$ cat config.mk
export PLATFORM = sky130hd
export DESIGN_NAME = conv_sequencer_flat
export DESIGN_NICKNAME = d
export VERILOG_FILES = /design/src/rtl/conv_pkg.sv /design/src/rtl/conv_sequencer_if.sv /design/src/rtl/conv_sequencer_edge_sync.sv /design/src/rtl/conv_sequencer.sv /design/src/flat_wrapper.sv
export SDC_FILE = /design/constraint.sdc
export NUM_CORES = 1
export LEC_CHECK = 0
export ABC_AREA = 1
export BUFFER_PORTS_ARGS = -buffer_cell sky130_fd_sc_hd__clkbuf_2
export CAP_MARGIN = 10
export CORE_MARGIN = 2
export CORE_UTILIZATION = 35
export CTS_BUF_LIST = sky130_fd_sc_hd__clkbuf_4 sky130_fd_sc_hd__clkbuf_8 sky130_fd_sc_hd__clkbuf_16
export CTS_CLUSTER_DIAMETER = 50
export DETAILED_ROUTE_END_ITERATION = 8
export PLACE_DENSITY = 0.61
export SLEW_MARGIN = 20
export SYNTH_ARGS = -nofsm -noshare
export SYNTH_HDL_FRONTEND = slang
export SYNTH_SLANG_ARGS = --single-unit
$ cat constraint.sdc
create_clock -name clk -period 3.3 [get_ports clk]
set_input_delay 0.495 -clock clk [delete_from_list [all_inputs] [get_ports clk]]
set_output_delay 0.495 -clock clk [all_outputs]
set_load 0.02 [all_outputs]
$ cat src/rtl/conv_pkg.sv
// ----------------------------------------------------------------------------
// conv_pkg
//   Shared constants, state encoding and index helpers for the convolution
//   sequencer. Imported by the interface, the top and anything else that needs
//   to agree on image/kernel geometry or index widths.
//
//   Contents:
//     IMG, K, OUT, TAPS      geometry of the image, kernel and output map
//     *_W                    counter and index widths derived from geometry
//     state_t                sequencer states, 3-bit encoding
//     tap_index()            ky*K+kx as a tap index
//     win_index()            oy*OUT+ox as an output index
// ----------------------------------------------------------------------------
package conv_pkg;

    localparam int IMG  = 6;
    localparam int K    = 3;
    localparam int OUT  = IMG - K + 1;
    localparam int TAPS = K * K;

    localparam int TAP_IDX_W = 4;
    localparam int OUT_IDX_W = 4;

    // rows_loaded must be able to hold IMG itself, hence IMG+1 values
    localparam int ROW_CNT_W = $clog2(IMG + 1);
    localparam int KPOS_W    = $clog2(K);
    localparam int OPOS_W    = $clog2(OUT);
    localparam int PIX_W     = $clog2(IMG);

    typedef enum logic [2:0] {
        IDLE  = 3'd0,
        LOAD  = 3'd1,
        READY = 3'd2,
        RUN   = 3'd3,
        DRAIN = 3'd4,
        DONE  = 3'd5
    } state_t;

    function automatic logic [TAP_IDX_W-1:0] tap_index(
        input logic [KPOS_W-1:0] ky,
        input logic [KPOS_W-1:0] kx
    );
        return TAP_IDX_W'(ky) * TAP_IDX_W'(K) + TAP_IDX_W'(kx);
    endfunction

    function automatic logic [OUT_IDX_W-1:0] win_index(
        input logic [OPOS_W-1:0] oy,
        input logic [OPOS_W-1:0] ox
    );
        return OUT_IDX_W'(oy) * OUT_IDX_W'(OUT) + OUT_IDX_W'(ox);
    endfunction

endpackage

$ cat src/rtl/conv_sequencer_if.sv
// ----------------------------------------------------------------------------
// conv_sequencer_if
//   Bundles the switch inputs, control inputs and MAC-facing outputs of the
//   convolution sequencer. clk and rst_n are kept outside as plain ports.
//
//   master modport (stimulus side) drives:
//     ena, row_strobe, row_data, start, clear
//   slave modport (sequencer side) drives:
//     tap_valid, tap_first, tap_last, tap_pix, tap_idx,
//     out_valid, out_idx, busy, done, rows_loaded
// ----------------------------------------------------------------------------
interface conv_sequencer_if;
    import conv_pkg::*;

    logic                 ena;
    logic                 row_strobe;
    logic [IMG-1:0]       row_data;
    logic                 start;
    logic                 clear;

    logic                 tap_valid;
    logic                 tap_first;
    logic                 tap_last;
    logic                 tap_pix;
    logic [TAP_IDX_W-1:0] tap_idx;
    logic                 out_valid;
    logic [OUT_IDX_W-1:0] out_idx;
    logic                 busy;
    logic                 done;
    logic [ROW_CNT_W-1:0] rows_loaded;

    modport master (
        output ena, row_strobe, row_data, start, clear,
        input  tap_valid, tap_first, tap_last, tap_pix, tap_idx,
        input  out_valid, out_idx, busy, done, rows_loaded
    );

    modport slave (
        input  ena, row_strobe, row_data, start, clear,
        output tap_valid, tap_first, tap_last, tap_pix, tap_idx,
        output out_valid, out_idx, busy, done, rows_loaded
    );

endinterface

$ cat src/rtl/conv_sequencer_edge_sync.sv
// ----------------------------------------------------------------------------
// edge_sync
//   Two-flop synchronizer for a raw switch level followed by a one-deep
//   history register, producing a rising-edge pulse. All three flops freeze
//   while ena is low, so an edge seen just before a freeze is still reported
//   exactly once when ena returns.
//
//   Ports:
//     clk    in   system clock
//     rst_n  in   asynchronous active-low reset
//     ena    in   clock enable for every flop in this block
//     din    in   raw asynchronous level
//     rise   out  high while the synchronized level is 1 and its previous
//                 sample was 0
// ----------------------------------------------------------------------------
module edge_sync (
    input  logic clk,
    input  logic rst_n,
    input  logic ena,
    input  logic din,
    output logic rise
);

    logic sync_meta;
    logic sync_now;
    logic sync_prev;

    always_ff @(posedge clk or negedge rst_n) begin
        if (!rst_n) begin
            sync_meta <= 1'b0;
            sync_now  <= 1'b0;
            sync_prev <= 1'b0;
        end else if (ena) begin
            sync_meta <= din;
            sync_now  <= sync_meta;
            sync_prev <= sync_now;
        end
    end

    assign rise = sync_now & ~sync_prev;

endmodule

$ cat src/rtl/conv_sequencer.sv
// ----------------------------------------------------------------------------
// conv_sequencer
//   Control block in front of the convolution MAC datapath. Captures IMG
//   switch rows into an IMGxIMG binary image, then on a start edge walks every
//   KxK window in raster order, one tap per cycle. A result strobe for each
//   window is delayed MAC_LAT cycles behind the window's last tap so it lines
//   up with the accumulator output.
//
//   Parameters:
//     MAC_LAT    cycles from tap_last to the accumulator result being valid
//
//   Ports:
//     clk        in   system clock
//     rst_n      in   asynchronous active-low reset
//     bus        conv_sequencer_if.slave
//       ena          in   design enable; low freezes every register
//       row_strobe   in   raw level; each rising edge captures one row
//       row_data     in   row pixels, bit i is column i
//       start        in   raw level; a rising edge begins a run
//       clear        in   synchronous abort, discards the image
//       tap_valid    out  tap present this cycle
//       tap_first    out  first tap of a window (accumulator clear)
//       tap_last     out  last tap of a window
//       tap_pix      out  image[oy+ky][ox+kx]
//       tap_idx      out  ky*K+kx
//       out_valid    out  one-cycle result strobe
//       out_idx      out  oy*OUT+ox of the strobed result
//       busy         out  high in RUN and DRAIN
//       done         out  high in DONE
//       rows_loaded  out  rows captured so far, 0..IMG
// ----------------------------------------------------------------------------
module conv_sequencer
    import conv_pkg::*;
#(
    parameter int MAC_LAT = 2
) (
    input logic            clk,
    input logic            rst_n,
    conv_sequencer_if.slave bus
);

    state_t state;
    state_t state_nxt;

    logic row_rise;
    logic start_rise;

    logic [ROW_CNT_W-1:0] rows_loaded;
    logic [IMG-1:0]       image [IMG];

    logic [KPOS_W-1:0] kx;
    logic [KPOS_W-1:0] ky;
    logic [OPOS_W-1:0] ox;
    logic [OPOS_W-1:0] oy;

    logic [MAC_LAT-1:0]   pipe_valid;
    logic [OUT_IDX_W-1:0] pipe_idx [MAC_LAT];

    logic [PIX_W-1:0]     pix_row;
    logic [PIX_W-1:0]     pix_col;
    logic [TAP_IDX_W-1:0] cur_tap;
    logic                 tap_end;
    logic                 win_last;
    logic                 drain_pending;
    logic                 row_write;
    logic                 start_go;

    logic tap_valid_i;
    logic tap_first_i;
    logic tap_last_i;
    logic tap_pix_i;

    edge_sync u_row_sync (
        .clk   (clk),
        .rst_n (rst_n),
        .ena   (bus.ena),
        .din   (bus.row_strobe),
        .rise  (row_rise)
    );

    edge_sync u_start_sync (
        .clk   (clk),
        .rst_n (rst_n),
        .ena   (bus.ena),
        .din   (bus.start),
        .rise  (start_rise)
    );

    // Window/tap geometry derived from the four raster counters.
    always_comb begin
        pix_row  = PIX_W'(oy) + PIX_W'(ky);
        pix_col  = PIX_W'(ox) + PIX_W'(kx);
        cur_tap  = tap_index(ky, kx);
        tap_end  = (cur_tap == TAP_IDX_W'(TAPS - 1));
        win_last = (ox == OPOS_W'(OUT - 1)) && (oy == OPOS_W'(OUT - 1));
    end

    // The run has fully drained once the stage now feeding out_valid is the
    // only one that could still hold a strobe; earlier stages must be empty.
    always_comb begin
        drain_pending = 1'b0;
        for (int i = 0; i < MAC_LAT - 1; i++) begin
            drain_pending = drain_pending | pipe_valid[i];
        end
    end

    // Row writes are only accepted while the image is still being filled, and
    // start only launches from READY or DONE; clear suppresses both.
    always_comb begin
        row_write = row_rise && !bus.clear && ((state == IDLE) || (state == LOAD));
        start_go  = start_rise && !bus.clear && ((state == READY) || (state == DONE));
    end

    always_ff @(posedge clk or negedge rst_n) begin
        if (!rst_n) begin
            state <= IDLE;
        end else if (bus.ena) begin
            state <= state_nxt;
        end
    end

    // Next state and tap outputs. clear is applied last so it overrides any
    // transition chosen by the state case.
    always_comb begin
        state_nxt   = state;
        tap_valid_i = 1'b0;
        tap_first_i = 1'b0;
        tap_last_i  = 1'b0;
        tap_pix_i   = 1'b0;

        case (state)
            IDLE: begin
                if (row_rise) begin
                    state_nxt = LOAD;
                end
            end
            LOAD: begin
                if (row_rise && (rows_loaded == ROW_CNT_W'(IMG - 1))) begin
                    state_nxt = READY;
                end
            end
            READY: begin
                if (start_rise) begin
                    state_nxt = RUN;
                end
            end
            RUN: begin
                tap_valid_i = 1'b1;
                tap_first_i = (kx == '0) && (ky == '0);
                tap_last_i  = tap_end;
                tap_pix_i   = image[pix_row][pix_col];
                if (tap_end && win_last) begin
                    state_nxt = DRAIN;
                end
            end
            DRAIN: begin
                if (!drain_pending) begin
                    state_nxt = DONE;
                end
            end
            DONE: begin
                if (start_rise) begin
                    state_nxt = RUN;
                end
            end
            default: begin
                state_nxt = IDLE;
            end
        endcase

        if (bus.clear) begin
            state_nxt = IDLE;
        end
    end

    // Image capture. rows_loaded doubles as the write pointer.
    always_ff @(posedge clk or negedge rst_n) begin
        if (!rst_n) begin
            rows_loaded <= '0;
            for (int r = 0; r < IMG; r++) begin
                image[r] <= '0;
            end
        end else if (bus.ena) begin
            if (bus.clear) begin
                rows_loaded <= '0;
                for (int r = 0; r < IMG; r++) begin
                    image[r] <= '0;
                end
            end else if (row_write) begin
                image[rows_loaded] <= bus.row_data;
                rows_loaded        <= rows_loaded + ROW_CNT_W'(1);
            end
        end
    end

    // Raster counters: kx fastest, then ky, then ox, then oy. The final tap
    // wraps everything back to zero so a replay from DONE starts clean.
    always_ff @(posedge clk or negedge rst_n) begin
        if (!rst_n) begin
            kx <= '0;
            ky <= '0;
            ox <= '0;
            oy <= '0;
        end else if (bus.ena) begin
            if (bus.clear || start_go) begin
                kx <= '0;
                ky <= '0;
                ox <= '0;
                oy <= '0;
            end else if (state == RUN) begin
                if (kx == KPOS_W'(K - 1)) begin
                    kx <= '0;
                    if (ky == KPOS_W'(K - 1)) begin
                        ky <= '0;
                        if (ox == OPOS_W'(OUT - 1)) begin
                            ox <= '0;
                            if (oy == OPOS_W'(OUT - 1)) begin
                                oy <= '0;
                            end else begin
                                oy <= oy + OPOS_W'(1);
                            end
                        end else begin
                            ox <= ox + OPOS_W'(1);
                        end
                    end else begin
                        ky <= ky + KPOS_W'(1);
                    end
                end else begin
                    kx <= kx + KPOS_W'(1);
                end
            end
        end
    end

    // Result-strobe delay line. The window index is captured alongside
    // tap_last while oy/ox still describe the window that is finishing.
    // clear flushes every stage so no strobe escapes an aborted run.
    always_ff @(posedge clk or negedge rst_n) begin
        if (!rst_n) begin
            pipe_valid <= '0;
            for (int i = 0; i < MAC_LAT; i++) begin
                pipe_idx[i] <= '0;
            end
        end else if (bus.ena) begin
            if (bus.clear) begin
                pipe_valid <= '0;
                for (int i = 0; i < MAC_LAT; i++) begin
                    pipe_idx[i] <= '0;
                end
            end else begin
                pipe_valid[0] <= tap_last_i;
                pipe_idx[0]   <= win_index(oy, ox);
                for (int i = 1; i < MAC_LAT; i++) begin
                    pipe_valid[i] <= pipe_valid[i-1];
                    pipe_idx[i]   <= pipe_idx[i-1];
                end
            end
        end
    end

    assign bus.tap_valid   = tap_valid_i;
    assign bus.tap_first   = tap_first_i;
    assign bus.tap_last    = tap_last_i;
    assign bus.tap_pix     = tap_pix_i;
    assign bus.tap_idx     = cur_tap;
    assign bus.out_valid   = pipe_valid[MAC_LAT-1];
    assign bus.out_idx     = pipe_idx[MAC_LAT-1];
    assign bus.busy        = (state == RUN) || (state == DRAIN);
    assign bus.done        = (state == DONE);
    assign bus.rows_loaded = rows_loaded;

endmodule

$ cat src/flat_wrapper.sv
// flat-port wrapper written by rule: the top's interface ports become plain ports
module conv_sequencer_flat import conv_pkg::*;
#(
    parameter int MAC_LAT = 2
)
  (clk, rst_n, bus_ena, bus_row_strobe, bus_row_data, bus_start, bus_clear, bus_tap_valid, bus_tap_first, bus_tap_last, bus_tap_pix, bus_tap_idx, bus_out_valid, bus_out_idx, bus_busy, bus_done, bus_rows_loaded);
  conv_sequencer_if bus_i ();
  input logic clk;
  input logic rst_n;
  input wire logic [$bits(bus_i.ena)-1:0] bus_ena;
  input wire logic [$bits(bus_i.row_strobe)-1:0] bus_row_strobe;
  input wire logic [$bits(bus_i.row_data)-1:0] bus_row_data;
  input wire logic [$bits(bus_i.start)-1:0] bus_start;
  input wire logic [$bits(bus_i.clear)-1:0] bus_clear;
  output wire logic [$bits(bus_i.tap_valid)-1:0] bus_tap_valid;
  output wire logic [$bits(bus_i.tap_first)-1:0] bus_tap_first;
  output wire logic [$bits(bus_i.tap_last)-1:0] bus_tap_last;
  output wire logic [$bits(bus_i.tap_pix)-1:0] bus_tap_pix;
  output wire logic [$bits(bus_i.tap_idx)-1:0] bus_tap_idx;
  output wire logic [$bits(bus_i.out_valid)-1:0] bus_out_valid;
  output wire logic [$bits(bus_i.out_idx)-1:0] bus_out_idx;
  output wire logic [$bits(bus_i.busy)-1:0] bus_busy;
  output wire logic [$bits(bus_i.done)-1:0] bus_done;
  output wire logic [$bits(bus_i.rows_loaded)-1:0] bus_rows_loaded;
  assign bus_i.ena = bus_ena;
  assign bus_i.row_strobe = bus_row_strobe;
  assign bus_i.row_data = bus_row_data;
  assign bus_i.start = bus_start;
  assign bus_i.clear = bus_clear;
  assign bus_tap_valid = bus_i.tap_valid;
  assign bus_tap_first = bus_i.tap_first;
  assign bus_tap_last = bus_i.tap_last;
  assign bus_tap_pix = bus_i.tap_pix;
  assign bus_tap_idx = bus_i.tap_idx;
  assign bus_out_valid = bus_i.out_valid;
  assign bus_out_idx = bus_i.out_idx;
  assign bus_busy = bus_i.busy;
  assign bus_done = bus_i.done;
  assign bus_rows_loaded = bus_i.rows_loaded;
  conv_sequencer #(.MAC_LAT(MAC_LAT)) u_core (.clk(clk), .rst_n(rst_n), .bus(bus_i));
endmodule
# After elaboration in Yosys (flattened, before gate mapping)
# Cells that the tools add are included.
dict set report word_totals {
  input_bits 12
  word_cells 129
  output_inout_bits 18
  ff_bits 66
}
dict set report op_classes {
  n_reduce_logical 29
  n_bitwise 6
  mux 43
  n_lt_le_gt_ge 4
  mul 1
  n_eq_ne 16
  addsub 9
}
# operator n
set ops {}
lappend ops {{36-bit 2-to-1 mux} 2}
lappend ops {{2-bit 2-to-1 mux} 19}
lappend ops {{36-bit bitwise mux} 1}
lappend ops {{3-bit 2-to-1 mux} 8}
lappend ops {{6-bit binary-select mux with 3-bit select} 1}
lappend ops {{6-bit demux with 3-bit select} 1}
lappend ops {{6-bit 2-to-1 mux} 3}
lappend ops {{3-bit case mux with 5 select lines} 1}
lappend ops {{2-bit nonzero test} 5}
lappend ops {{3-bit equality test (second input constant)} 3}
lappend ops {{1-bit logical AND} 9}
lappend ops {{2-bit by 1-bit adder with 2-bit output (second input constant)} 4}
lappend ops {{4-bit by 2-bit adder with 4-bit output} 2}
lappend ops {{2-bit equality test (second input constant)} 4}
lappend ops {{4-bit >= comparator (second input constant)} 2}
lappend ops {{8-bit 2-to-1 mux} 1}
lappend ops {{3-bit NOT with 4-bit output} 2}
lappend ops {{2-bit by 2-bit adder with 3-bit output} 2}
lappend ops {{3-bit by 2-bit equality test with 1-bit output (second input constant)} 2}
lappend ops {{3-bit by 2-bit inequality test with 1-bit output (second input constant)} 2}
lappend ops {{3-bit inequality test (second input constant)} 2}
lappend ops {{6-bit AND reduction} 1}
lappend ops {{1-bit 2-to-1 mux} 5}
lappend ops {{5-bit AND reduction} 1}
lappend ops {{other kinds (18)} 25}

# Logic depth before layout (Yosys ltp)
dict set report depth {
  word_depth 8
  depth_mapped 12
  mapped_depth_nobuf 12
}

# By module
# From an unflattened synthesis, not the netlist that was laid out.
dict set report unflattened {
  hier_cells 426
  hier_area_um2 3568.4
}
# module area_per_inst_um2 cells_each n_inst seq_area_each_um2
set by_module_without_submodules {}
lappend by_module_without_submodules {conv_sequencer 3328.2 396 1 1501.4}
lappend by_module_without_submodules {edge_sync 120.1 15 2 75.1}

# Worst setup path after synthesis
# OpenSTA, ideal clock, no wires.
dict set report synth_path {
  path_type {reg-to-output}
  startpoint {register u_core.ky[0]}
  endpoint {output port bus_tap_pix}
  required_time_ns 2.805
  arrival_ns 2.023
  n_path_buf 1
  path_slack_ns 0.782
  path_stages_with_launch 13
  path_cell_list {dfrtp_1 -> ha_1 -> fa_1 -> buf_2 -> inv_1 -> nand3_1 -> nand3_1 -> nand3_1 -> nand2_1 -> nand2_1 -> nand2_1 -> nand2_1 -> nor2_1}
}
dict set report synth_between {
  elab_chain_cells 8
}
# item line
set synth_rtl {}
lappend synth_rtl {{from (decl)} conv_sequencer.sv:52} ;# logic [KPOS_W-1:0] ky;
lappend synth_rtl {{from (signal assigned)} conv_sequencer.sv:226} ;# ky <= ky + KPOS_W'(1);
lappend synth_rtl {{2-bit by 2-bit adder with 3-bit output} conv_sequencer.sv:91} ;# pix_row = PIX_W'(oy) + PIX_W'(ky);
lappend synth_rtl {{3-bit NOT with 4-bit output (implied by the code)} conv_sequencer.sv:151} ;# tap_pix_i = image[pix_row][pix_col];
lappend synth_rtl {{6-bit binary-select mux with 3-bit select} conv_sequencer.sv:151}
lappend synth_rtl {{6-bit 2-to-1 mux (implied by the code) (2 in series)} conv_sequencer.sv:151}
lappend synth_rtl {{1-bit binary-select mux with 3-bit select} conv_sequencer.sv:151}
lappend synth_rtl {{1-bit 2-to-1 mux (implied by the code)} conv_sequencer.sv:151}
lappend synth_rtl {{1-bit 2-to-1 mux} conv_sequencer.sv:131} ;# case (state)
lappend synth_rtl {{to (decl)} flat_wrapper.sv:18} ;# output wire logic [$bits(bus_i.tap_pix)-1:0] bus_tap_pix;
# No other way between the ends. The select of a mux whose other input is x is not followed.

# Worst setup path in the final report
# Ends and elaborated chain as after synthesis.

==> flow_metrics.py <==
metrics = {
    "floorplanning": {
        "start_util_pct": 36.3,
        "rows": 36,
        "dieWidth_um": 105,
        "dieArea_um2": 11000,
        "core_area_um2": 9820,
        "io_pins": 30,
        "fp.dieH_um": 105,
    },
    "sta": {
        "setup_viol": 0,
        "slew_violations": 0,
        "min_period_ns": 3.08,
        "post-route-period-util_pct": 93.2,
        "rsz0062_at_grt": "false",
        "worst_slew_pin_slew_ns": 0.888,
        "layout_setup_ws_ns": 0.223,
        "fin_tns_setup_ns": 0,
        "skew_ns": 0.0128,
        "hold_viol": 0,
        "fmax_mhz": 325,
        "relSlewSlack_pct": 40.8,
    },
    "critical_path": {
        "cpMostUsedCell": "nand2_1",
        "critPathMaxFanout": 8,
        "required_ns": 2.80,
        "regToRegSetupSlack_ns": 0.80,
        "reg2regPathDepth": 11,
        "r2r-end": "u_core.state[0]",
        "path_delay_family": "adder cells",
        "path_cells": "ha_1 > fa_1 > inv_1 > nand3_1 > nand3_1 > nand3_1 > nand2_1 > nand2_1 > nand2_1 > nand2_1 > nor2_1 > clkbuf_2",
        "timing.rr.start": "u_core.ky[0]",
        "slowest_stage": "fa_1",
        "worstSetupPathType": "reg2out",
        "slowest_delay_ns": 0.58,
        "start_kind": "flip-flop",
        "worstPathArrival_ns": 2.58,
        "cp.buffers_inverters": 2,
        "end_kind": "primary output",
    },
    "outcome": {
        "outcome": "finished clean",
    },
    "clock_network": {
        "clockBufferDepth": 2,
        "clkSlewWorstSetupHoldPaths_ns": 0.07,
        "cts_made_buffers": 9,
        "hold_buffers": 0,
        "clock-sinks": 66,
        "cts.htree.levels": 3,
        "cts_resized": 0,
        "cts-root-buf": "clkbuf_8",
        "tritoncts": "yes",
        "clk_latency_ns": 0.34,
        "cts_setup_buffers": 0,
    },
    "global_routing": {
        "met1_usage_pct": 20.9,
        "grt_pass1_vias": 2872,
        "grt_max_degree": 37,
        "met3_usage_pct": 4.87,
        "grt-ovfl-total": 0,
        "groute.usage.overall_pct": 16.3,
        "busiest_layer": "met2",
        "grtUsageMet2_pct": 26.1,
        "antenna_found_initial": 0,
        "grt_pass1_wl_um": 14100,
    },
    "placed_design": {
        "place_hpwl_um": 6050,
        "io_buffers": 29,
        "gp_routability_congestion": 0.895,
        "preCtsSetupSlack_ns": 0.602,
        "dp.cells": 569,
    },
    "final_layout": {
        "area_delta_synth_final_pct": 11.7,
        "drive_gt1_share_pct": 17.3,
        "diodes": 0,
        "nNetsFinal": 474,
        "instances_no_fill": 583,
    },
    "worst_hold_path": {
        "worstHoldPathType": "in2async",
    },
    "routing": {
        "vias": 2911,
        "drt_iter0_markers": 133,
        "ant_nets": 0,
        "wl_per_cell_um": 14.1,
        "drt_pre_antenna_iters": 5,
        "drc": 0,
        "wl_um": 8240,
        "vias_per_cell": 4.99,
    },
    "power_and_ir_drop": {
        "power.density_nw_per_um2": 615,
        "leakage_nw": 1.94,
        "ir_drop_mv": 0.267,
    },
    "synthesis": {
        "netlist_instances": 419,
        "ys_types": 32,
        "syn_avg_cell_area_um2": 8.50,
        "syn-num-nets": 446,
        "netlist_area_um2": 3560,
        "yosysWarningCount": 0,
        "synth_area_leader_cell": "dfrtp_1",
        "synthTopCellsByArea": "dfrtp_1 46%, nand2_1 9.9%, nand3_1 7.0%",
        "synth_top_area_share_pct": 46.3,
        "synth-seq-cells": 66,
        "seq_area_frac_synth_pct": 46.3,
    },
    "flow_run": {
        "drv_cap": 0,
    },
}
[final cells by class]
cell class | count | area, um2
clock buffers | 10 | 131
clock inverters | 4 | 45.0
fillers | 1027 | 5840
inverters | 69 | 259
multi-input cells | 267 | 1550
flip-flops and latches | 66 | 1650
well taps | 133 | 166
repair buffers | 34 | 183
[layer usage]
| layer | wire length, um | up-vias | share of wire, % |
|---|---|---|---|
| li1 | - | 1440 | - |
| met1 | 3820 | 1399 | 46 |
| met2 | 3860 | 57 | 47 |
| met3 | 387 | 15 | 4.7 |
| met4 | 169 | 0 | 2.1 |
| met5 | 0 | - | 0 |
[power breakdown]
part | switching, W | total, W | leakage [nW] | internal, W
Combinational | 0.000536 | 0.000826 | 0.954 | 0.000290
Sequential | 0.0000845 | 0.000987 | 0.890 | 0.000903
Clock | 0.000291 | 0.000636 | 0.0952 | 0.000345
[synthesized netlist by cell type, drive strengths merged]
cell type,n
nand4,11
mux2,2
nand3,52
o21ai,30
dfrtp,66
o32ai,1
a21oi,7
clkbuf,3
fa,4
or2,2
nand2,97
o22ai,31
ha,11
inv,69
nor3,3
buf,14
a21boi,1
o211ai,2
nor2,13
[kinds of logic after synthesis]
| group | Yosys count | synth area share (%) |
|---|---|---|
| AOI/OAI and AO/OA | 72 | 12.6 |
| buffers and inverters | 86 | 10.3 |
| adders and majority gates | 15 | 6.11 |
| and+or+nand+nor | 178 | 24.1 |
| DFF | 66 | 46.3 |
| muxes | 2 | 0.632 |
[sequential cells by signal, summed over array words and instances (netlist names)]
register,cells
u_core.bus.out_idx,4
u_core.bus.rows_loaded,3
u_core.image,36
u_core.kx,2
u_core.ky,2
u_core.ox,2
u_core.oy,2
u_core.pipe_idx,4
u_core.pipe_valid,2
u_core.state,3
u_core.u_row_sync.sync_meta,1
u_core.u_row_sync.sync_now,1
u_core.u_row_sync.sync_prev,1
u_core.u_start_sync.sync_meta,1
u_core.u_start_sync.sync_now,1
u_core.u_start_sync.sync_prev,1
[placed cells by master, fill, tap and decap left out]
cell	netlist	layout
a21boi_2	1	1
a21oi_1	6	6
a21oi_4	1	1
buf_4	4	5
bufinv_16	0	1
clkbuf_2	0	29
clkbuf_4	0	1
clkbuf_8	0	9
clkinv_2	0	3
dfrtp_1	66	66
fa_1	4	4
ha_1	11	11
inv_1	63	63
inv_2	6	6
mux2_2	2	2
nand2_1	94	94
nand2_2	3	3
nand3_1	50	50
nand3_2	2	2
nand4_1	6	6
nand4_2	2	2
nand4_4	3	3
nor2_1	12	12
nor2_4	1	1
nor3_1	2	2
nor3_2	1	1
o211ai_1	2	2
o21ai_0	15	15
o21ai_1	9	9
o21ai_2	6	6
o22ai_1	31	31
o32ai_1	1	1
or2_2	2	2
[metrics by stage]
step                      util (%)  cell area [um2]  power (W)  hold slack (ns)
after floorplan                  -             3560    0.00162            0.199
after global placement        38.7             3800    0.00181            0.462
after detailed placement      38.7             3800    0.00183            0.487
after CTS                     40.5             3980    0.00247            0.287
after global routing          40.5             3980    0.00264            0.332
final                         40.5             3980    0.00245            0.263
[how the worst max path moves through the flow]
stage / startpoint / end / cells after the start
2_1_floorplan: u_core.ky[0] / bus_tap_pix / 12
3_3_place_gp: u_core.ky[0] / bus_tap_pix / 12
3_5_place_dp: u_core.ky[0] / bus_tap_pix / 12
4_1_cts: u_core.ky[0] / bus_tap_pix / 12
5_1_grt: u_core.ky[0] / bus_tap_pix / 12
6_report: u_core.ky[0] / bus_tap_pix / 12
Power figures use the tool's default switching activity.
